$ cat config.mk
export PLATFORM = sky130hd
export DESIGN_NAME = uart_word_assembler_flat
export DESIGN_NICKNAME = d
export VERILOG_FILES = /design/src/rtl/uart_word_assembler_pkg.sv /design/src/rtl/uart_word_assembler_if.sv /design/src/rtl/uart_word_assembler_pulse_rise_det.sv /design/src/rtl/uart_word_assembler.sv /design/src/flat_wrapper.sv
export SDC_FILE = /design/constraint.sdc
export NUM_CORES = 1
export LEC_CHECK = 0
export CAP_MARGIN = 20
export CORE_MARGIN = 10
export CORE_UTILIZATION = 50
export DETAILED_ROUTE_END_ITERATION = 10
export PLACE_DENSITY = 0.76
export SETUP_SLACK_MARGIN = 0.2
export SYNTH_ARGS = -nofsm -noshare
export SYNTH_HDL_FRONTEND = slang
export SYNTH_SLANG_ARGS = --single-unit
$ cat constraint.sdc
create_clock -name clock -period 2.7 [get_ports clock]
set_input_delay 0.675 -clock clock [delete_from_list [all_inputs] [get_ports clock]]
set_output_delay 0.675 -clock clock [all_outputs]
set_load 0.005 [all_outputs]
$ cat src/rtl/uart_word_assembler_pkg.sv
// Shared constants and state encoding for the UART receive-side stages.
package uart_pkg;

    localparam int BYTES_PER_WORD       = 4;
    localparam int DEFAULT_TIMEOUT_CLKS = 2_000_000;

    typedef enum logic [1:0] {
        ST_IDLE    = 2'd0,
        ST_COLLECT = 2'd1,
        ST_HOLD    = 2'd2
    } asm_state_e;

endpackage

$ cat src/rtl/uart_word_assembler_if.sv
// Byte-in / word-out bundle between the UART receiver, the assembler and its consumer.
interface uart_word_assembler_if;

    logic [7:0]  i_byte;
    logic        i_done;
    logic [31:0] o_word;
    logic        o_valid;
    logic        i_ready;
    logic [2:0]  o_count;
    logic        o_timeout;
    logic        o_overrun;
    logic        i_clear_err;

    modport master (
        output i_byte, i_done, i_ready, i_clear_err,
        input  o_word, o_valid, o_count, o_timeout, o_overrun
    );

    modport slave (
        input  i_byte, i_done, i_ready, i_clear_err,
        output o_word, o_valid, o_count, o_timeout, o_overrun
    );

endinterface

$ cat src/rtl/uart_word_assembler_pulse_rise_det.sv
// Rising-edge detector for level strobes; an input already high out of reset
// must be seen low once before it can produce a pulse.
module pulse_rise_det (
    input  logic clock,
    input  logic reset_n,
    input  logic sig_i,
    output logic pulse_o
);

    logic done_q;
    logic seen_low_q;

    always_ff @(posedge clock or negedge reset_n) begin
        if (!reset_n) begin
            done_q     <= 1'b0;
            seen_low_q <= 1'b0;
        end else begin
            done_q <= sig_i;
            if (!sig_i) begin
                seen_low_q <= 1'b1;
            end
        end
    end

    assign pulse_o = sig_i & ~done_q & seen_low_q;

endmodule

$ cat src/rtl/uart_word_assembler.sv
// Packs four received bytes (LSB first) into a 32-bit word with valid/ready
// output, inter-byte timeout and a sticky overrun flag.
module uart_word_assembler
    import uart_pkg::*;
#(
    parameter int TIMEOUT_CLKS = DEFAULT_TIMEOUT_CLKS
) (
    input logic                  clock,
    input logic                  reset_n,
    uart_word_assembler_if.slave bus
);

    localparam int            TW         = $clog2(TIMEOUT_CLKS + 1);
    // Terminal compare one below TIMEOUT_CLKS-1: the edge that would reach it fires instead.
    localparam logic [TW-1:0] TIMER_LAST = TW'(TIMEOUT_CLKS - 2);

    asm_state_e    state_q, state_d;
    logic [1:0]    idx_q, idx_d;
    logic [31:0]   word_q, word_d;
    logic [TW-1:0] timer_q, timer_d;
    logic          timeout_q, timeout_d;
    logic          overrun_q, overrun_d;
    logic          overrun_set;
    logic          accept;
    logic          byte_ev;

    pulse_rise_det u_rise (
        .clock   (clock),
        .reset_n (reset_n),
        .sig_i   (bus.i_done),
        .pulse_o (byte_ev)
    );

    always_ff @(posedge clock or negedge reset_n) begin
        if (!reset_n) begin
            state_q   <= ST_IDLE;
            idx_q     <= 2'd0;
            word_q    <= 32'd0;
            timer_q   <= '0;
            timeout_q <= 1'b0;
            overrun_q <= 1'b0;
        end else begin
            state_q   <= state_d;
            idx_q     <= idx_d;
            word_q    <= word_d;
            timer_q   <= timer_d;
            timeout_q <= timeout_d;
            overrun_q <= overrun_d;
        end
    end

    always_comb begin
        state_d     = state_q;
        idx_d       = idx_q;
        word_d      = word_q;
        timer_d     = timer_q;
        timeout_d   = 1'b0;
        overrun_set = 1'b0;
        accept      = (state_q == ST_HOLD) && bus.i_ready;

        case (state_q)
            ST_IDLE: begin
                if (byte_ev) begin
                    word_d  = {24'd0, bus.i_byte};
                    idx_d   = 2'd1;
                    timer_d = '0;
                    state_d = ST_COLLECT;
                end
            end
            ST_COLLECT: begin
                if (byte_ev) begin
                    word_d[{idx_q, 3'b000} +: 8] = bus.i_byte;
                    timer_d = '0;
                    if (idx_q == 2'(BYTES_PER_WORD - 1)) begin
                        idx_d   = 2'd0;
                        state_d = ST_HOLD;
                    end else begin
                        idx_d = idx_q + 2'd1;
                    end
                end else if (timer_q == TIMER_LAST) begin
                    word_d    = 32'd0;
                    idx_d     = 2'd0;
                    timer_d   = '0;
                    timeout_d = 1'b1;
                    state_d   = ST_IDLE;
                end else begin
                    timer_d = timer_q + TW'(1);
                end
            end
            ST_HOLD: begin
                if (accept) begin
                    timer_d = '0;
                    // A byte arriving on the accepting edge starts the next word without a bubble.
                    if (byte_ev) begin
                        word_d  = {24'd0, bus.i_byte};
                        idx_d   = 2'd1;
                        state_d = ST_COLLECT;
                    end else begin
                        word_d  = 32'd0;
                        idx_d   = 2'd0;
                        state_d = ST_IDLE;
                    end
                end else if (byte_ev) begin
                    overrun_set = 1'b1;
                end
            end
            default: begin
                state_d = ST_IDLE;
                idx_d   = 2'd0;
                word_d  = 32'd0;
                timer_d = '0;
            end
        endcase

        if (overrun_set) begin
            overrun_d = 1'b1;
        end else if (bus.i_clear_err) begin
            overrun_d = 1'b0;
        end else begin
            overrun_d = overrun_q;
        end
    end

    assign bus.o_word    = word_q;
    assign bus.o_valid   = (state_q == ST_HOLD);
    assign bus.o_count   = (state_q == ST_HOLD) ? 3'(BYTES_PER_WORD) : {1'b0, idx_q};
    assign bus.o_timeout = timeout_q;
    assign bus.o_overrun = overrun_q;

endmodule

$ cat src/flat_wrapper.sv
// flat-port wrapper written by rule: the top's interface ports become plain ports
module uart_word_assembler_flat import uart_pkg::*;
#(
    parameter int TIMEOUT_CLKS = DEFAULT_TIMEOUT_CLKS
)
  (clock, reset_n, bus_i_byte, bus_i_done, bus_i_ready, bus_i_clear_err, bus_o_word, bus_o_valid, bus_o_count, bus_o_timeout, bus_o_overrun);
  uart_word_assembler_if bus_i ();
  input logic clock;
  input logic reset_n;
  input wire logic [$bits(bus_i.i_byte)-1:0] bus_i_byte;
  input wire logic [$bits(bus_i.i_done)-1:0] bus_i_done;
  input wire logic [$bits(bus_i.i_ready)-1:0] bus_i_ready;
  input wire logic [$bits(bus_i.i_clear_err)-1:0] bus_i_clear_err;
  output wire logic [$bits(bus_i.o_word)-1:0] bus_o_word;
  output wire logic [$bits(bus_i.o_valid)-1:0] bus_o_valid;
  output wire logic [$bits(bus_i.o_count)-1:0] bus_o_count;
  output wire logic [$bits(bus_i.o_timeout)-1:0] bus_o_timeout;
  output wire logic [$bits(bus_i.o_overrun)-1:0] bus_o_overrun;
  assign bus_i.i_byte = bus_i_byte;
  assign bus_i.i_done = bus_i_done;
  assign bus_i.i_ready = bus_i_ready;
  assign bus_i.i_clear_err = bus_i_clear_err;
  assign bus_o_word = bus_i.o_word;
  assign bus_o_valid = bus_i.o_valid;
  assign bus_o_count = bus_i.o_count;
  assign bus_o_timeout = bus_i.o_timeout;
  assign bus_o_overrun = bus_i.o_overrun;
  uart_word_assembler #(.TIMEOUT_CLKS(TIMEOUT_CLKS)) u_core (.clock(clock), .reset_n(reset_n), .bus(bus_i));
endmodule
* Word level (Yosys, flattened, before mapping)
Index checks and enable logic that the tools add are counted.
** Operators by class
- $add $sub $neg :: 3
- Equality and inequality tests :: 8
- Shifts and indexed selects :: 2
- Muxes and demuxes :: 31
- Bitwise operators :: 3
- Reduce and logical (&&, ||, !) cells :: 6
** Operator list (count)
- $mux W32 :: 4
- $pmux W32 S3 :: 1
- $mux W21 :: 4
- $pmux W21 S3 :: 1
- $bwmux W32 :: 1
- $shift A8 B7 Y32 const A :: 1
- $shiftx A8 B7 Y32 :: 1
- $add A21 B1 Y21 const B :: 1
- $eq A21 B21 Y1 const B :: 1
- $mux W2 :: 7
- $pmux W2 S3 :: 2
- $mux W1 :: 9
- $mux W8 :: 1
- $neg A5 Y7 :: 1
- $eq A2 B2 Y1 const B :: 2
- $ne A2 B1 Y1 const B :: 2
- $reduce_and A4 Y1 :: 1
- $mux W3 :: 1
- $ne A3 B1 Y1 const B :: 1
- $ne A3 B3 Y1 const B :: 1
- $reduce_and A3 Y1 :: 1
- $add A2 B1 Y2 const B :: 1
- $and A1 B1 Y1 :: 2
- $eq A2 B1 Y1 const B :: 1
- 5 further kinds :: 5
** Word-level totals
- Register bits :: 61
- Bits of input ports :: 13
- Output and inout bits :: 38
- Word-level logic and storage cells :: 61

* Longest topological paths before layout
- Depth after elaboration :: 7
- Depth in mapped cells :: 8
- Mapped depth without buffers :: 7

* Hierarchy
From an unflattened synthesis, not the netlist that was laid out.
** Unflattened totals
- Cell total of the unflattened synthesis :: 285
- Area total of the unflattened synthesis :: 2915.3 um2
** By module, submodules not included
- uart_word_assembler :: instances 1, cells an instance 281, area each 2850.2 um2, seq. area each 1476.4 um2
- pulse_rise_det :: instances 1, cells an instance 4, area each 65.1 um2, seq. area each 50.0 um2

* Least setup slack after synthesis
OpenSTA, ideal clock, no wires.
- Path kind :: input port to flip-flop
- Start point :: in bus_i_done
- End point :: reg u_core.word_q[10] (netlist: u_core.bus.o_word[10])
- Library setup time :: 67 ps
- Arrival time :: 1977 ps
- Data required time :: 2633 ps
- Slack :: 656 ps
- Stages :: 6
- Buffers on the path :: 1
- Cells stage by stage :: nand3b_1 -> nand2b_1 -> buf_4 -> or3_1 -> nor2_1 -> a22o_1
** On the way
- Longest elaborated chain between the ends :: 4
- Elaborated cells on any way between the ends :: 7
- Classes of those cells :: 2 x eq/ne; 2 x mux; 2 x bitwise; 1 x reduce/logical
** RTL lines
- from (decl) :: line flat_wrapper.sv:11 : input wire logic [$bits(bus_i.i_done)-1:0] bus_i_done;
- $and A1 B1 Y1 (*) (2 in series) :: line uart_word_assembler_pulse_rise_det.sv:25 : assign pulse_o = sig_i & ~done_q & seen_low_q;
- $ne A3 B1 Y1 (no source line), or another cell as far along
- $reduce_and A3 Y1 (no source line) / $pmux W32 S3 (equally long branches)
- to (signal assigned) :: line uart_word_assembler.sv:45 : word_q <= word_d;
- to (decl) :: line uart_word_assembler.sv:19 : logic [31:0] word_q, word_d;
Mark *: on every way between the ends. The rest lies on a longest branch, timed or not.
A chain may end at the register's enable or synchronous reset.

* Final worst setup path
- Start point :: reg u_core.state_q[1]
- End point :: out bus_o_count[1]
** On the way
- Longest elaborated chain between the ends :: 2
** RTL lines
- from (decl) :: line uart_word_assembler.sv:17 : asm_state_e state_q, state_d;
- from (signal assigned) :: line uart_word_assembler.sv:43 : state_q <= state_d;
- $eq A2 B2 Y1 :: line uart_word_assembler.sv:126 : assign bus.o_count = (state_q == ST_HOLD) ? 3'(BYTES_PER_WORD) : {1'b0, idx_q};
- $mux W3 :: line uart_word_assembler.sv:126
- to (decl) :: line flat_wrapper.sv:16 : output wire logic [$bits(bus_i.o_count)-1:0] bus_o_count;
Every way passes these cells.

==> results_dict.tcl <==
set metrics [dict create \
    fp.dieW_microns 95.9 \
    p_int_mw 1.62 \
    cp_top_family "buffers and inverters" \
    finalSetupViolCount 0 \
    synthesis.nets 282 \
    pwr-share-clk_pct 30.8 \
    endpoint_kind "primary output" \
    synth_top_area_cell "dfrtp_1" \
    grt_busiest_layer "met2" \
    drc 0 \
    slowest_delay_ns 0.54 \
    rrSetupSlack_ns 0.47 \
    clock_path_buffers 2 \
    rr_startpoint "u_core.idx_q[0]$_DFFE_PN0P_" \
    synthDistinctLibCells 53 \
    synthTopCellsByArea "dfrtp_1 53%, a22o_1 7.0%, ha_1 3.0%" \
    ios 51 \
    root_buffer "clkbuf_8" \
    die-area_sq_mm 0.00919 \
    setup_tns_ns 0 \
    postRouteAntennaNets 0 \
    p_sw_share_pct 31.1 \
    holdWs_ns 0.297 \
    fillers 442 \
    rsz0062_at_grt "false" \
    drtIter0Drc 121 \
    slew_violations 0 \
    grt_pass1_wl_microns 11200 \
    cts_buffers 9 \
    p_switching_mw 0.729 \
    power_leakage_nw 1.58 \
    slowest_stage "clkdlybuf4s50_1" \
    avgSynthCellArea_sq_um 11.0 \
    via_count 2279 \
    cp-start-kind "register" \
    vdd_ir_drop_max_mv 0.363 \
    num_rows 27 \
    drive_above_1_share_pct 11.3 \
    syn_to_final_growth_pct 27.5 \
    cts_max_level 3 \
    cts.sinks 61 \
    combPwrFrac_pct 22.4 \
    ys_seq_area_share_pct 53.0 \
    synth_top_area_share_pct 53.0 \
    final_area_sq_mm 0.00367 \
    diodes 0 \
    vias_per_cell 5.70 \
    die-height_microns 95.9 \
    critical_path_required_ns 2.03 \
    grt_pass1_vias 2244 \
    rr_endpoint "u_core.bus.o_word[17]$_DFFE_PN0P_" \
    worstPathCellList "nand2b_1, inv_1, nor2_1, clkdlybuf4s50_1" \
    grtUsageMet3_pct 4.67 \
    cts_tree "built" \
    grtUsageMet2_pct 26.1 \
    io_buffers 50 \
    met1_usage_pct 18.4 \
    finalHoldViolations 0 \
    grt_max_degree 41 \
    antenna_found_initial 0 \
    initial_core_util_pct 51.9 \
    wl_per_cell_microns 17.3 \
    coreArea_sq_mm 0.00554 \
    drtPass1Iterations 4 \
    power_density_mw_per_mm2 639 \
    path_buf_inv 2 \
    hpwl_microns 5200 \
    drt_wl_total_microns 6910 \
    yosys-top-cells-count "61 x dfrtp_1, 23 x a22o_1, 22 x nor2_1, 20 x nand2_1, 13 x o21ai_0" \
    gp_congestion 0.823 \
    hp-class "primary input to async pin" \
    post_cts_buffers 0 \
    worst_r2r_path_depth 6 \
    cap_violations 0 \
    num-nets-final 343 \
    place_area_sq_mm 0.00349 \
    finalCritPeriodShare_pct 90.5 \
    cp.arrival_ns 1.77 \
    synth_edf_count 0 \
    ys_warn_count 0 \
    grt-ovfl-total 0 \
    maxSlewHeadroom_pct 59.5 \
    track_usage_pct 15.6 \
    syn_area_sq_mm 0.00288 \
    ys_ff_latch 61 \
    fin_crit_ns 2.44 \
    pwr-share-seq_pct 46.8 \
    syn_inst 262 \
    critPathKind "register to primary output" \
    clkTransAtPathRegs_ns 0.07 \
    path_max_fanout 11 \
    synthMostInstantiatedCell "dfrtp_1" \
    fmax_ghz 0.409 \
    tightest_slew_ns 0.599 \
    clock_skew_ns 0.00852 \
    synthArstFlopShare_pct 100 \
    clkLatencyLatePin_ns 0.35 \
    synthFlopType "dfrtp_1" \
    status "finished, final reports clean" \
]
-- cell families (layout without fill, tap and decap cells) --
group / Yosys count / after routing / share of synthesized area (%)
and+or+nand+nor: 96 / 96 / 18.5
AOI/OAI and AO/OA: 68 / 68 / 18.5
DFF: 61 / 61 / 53.0
buffers and inverters: 17 / 83 / 2.96
xor gates and xnor gates: 13 / 13 / 3.96
adders and majority gates: 7 / 7 / 3.04
-- power by group through the flow --
stage | Clock, mW | Sequential [mW] | Combinational, mW
2_1_floorplan | 0 | 1.09 | 0.265
3_3_place_gp | 0 | 1.11 | 0.512
3_5_place_dp | 0 | 1.11 | 0.525
4_1_cts | 0.733 | 1.10 | 0.535
5_1_grt | 0.777 | 1.11 | 0.577
6_report | 0.722 | 1.10 | 0.525
-- flip-flops by register name, summed over array words and instances (netlist names) --
signal / flops
u_core.timer_q: 21
u_core.bus.o_overrun: 1
u_core.u_rise.done_q: 1
u_core.bus.o_word: 32
u_core.state_q: 2
u_core.bus.o_timeout: 1
u_core.u_rise.seen_low_q: 1
u_core.idx_q: 2
-- worst reg2reg max path, cell delays in order, from the launching register on --
cell,delay [ns]
dfrtp_1,0.50
inv_1,0.19
ha_1,0.37
inv_1,0.08
or3_1,0.44
nor3b_4,0.39
a22o_1,0.20
-- per-layer routing --
| layer | wire (microns) | vias to the layer above |
|---|---|---|
| li1 | - | 1095 |
| met1 | 3000 | 1113 |
| met2 | 3400 | 60 |
| met3 | 405 | 11 |
| met4 | 109 | 0 |
| met5 | 0 | - |
-- what timing repair did --
| item | CTS | global route |
|---|---|---|
| setup endpoints to repair | 0 | 1 |
| gates resized for setup | 0 | 1 |
| hold buffers | 0 | 0 |
-- area by class of cell --
cell class,instances,area (sq um),share of cell area [%]
Tap cell,72,90.1,2.46
Clock inverter,7,51.3,1.40
Clock buffer,9,124,3.38
Inverter,7,26.3,0.716
Timing Repair Buffer,60,583,15.9
Multi-Input combinational cell,184,1270,34.5
Sequential cell,61,1530,41.6
-- per-stage QoR --
stage	setup WS, ns	utilization [%]	cells	power [mW]
6_report	0.258	66.2	400	2.35
5_1_grt	0.215	66.2	400	2.47
4_1_cts	0.242	66.2	400	2.37
3_5_place_dp	0.129	63.0	384	1.64
3_3_place_gp	0.182	63.0	384	1.62
2_1_floorplan	0.656	-	262	1.36
-- cells in the final DEF (no fill, tap or decap), types with 8 or more instances in the layout --
cell type	instances
clkdlybuf4s50_1	49
nand3_1	9
clkbuf_8	9
nand2_1	20
dfrtp_1	60
nor2_1	22
a22o_1	23
buf_4	9
xor2_1	8
o21ai_0	13
-- how the worst max path moves through the flow --
stage,from,endpoint,cells past startpoint
after floorplan,bus_i_done,u_core.bus.o_word[10]$_DFFE_PN0P_,6
after global placement,bus_i_done,u_core.bus.o_word[28]$_DFFE_PN0P_,7
after detailed placement,bus_i_done,u_core.bus.o_word[30]$_DFFE_PN0P_,7
after CTS,u_core.state_q[0]$_DFFE_PN0P_,bus_o_count[1],4
after global routing,u_core.state_q[1]$_DFFE_PN0P_,bus_o_count[1],4
final,u_core.state_q[1]$_DFFE_PN0P_,bus_o_count[1],4
Note: power is estimated with default switching activity, not from simulation.
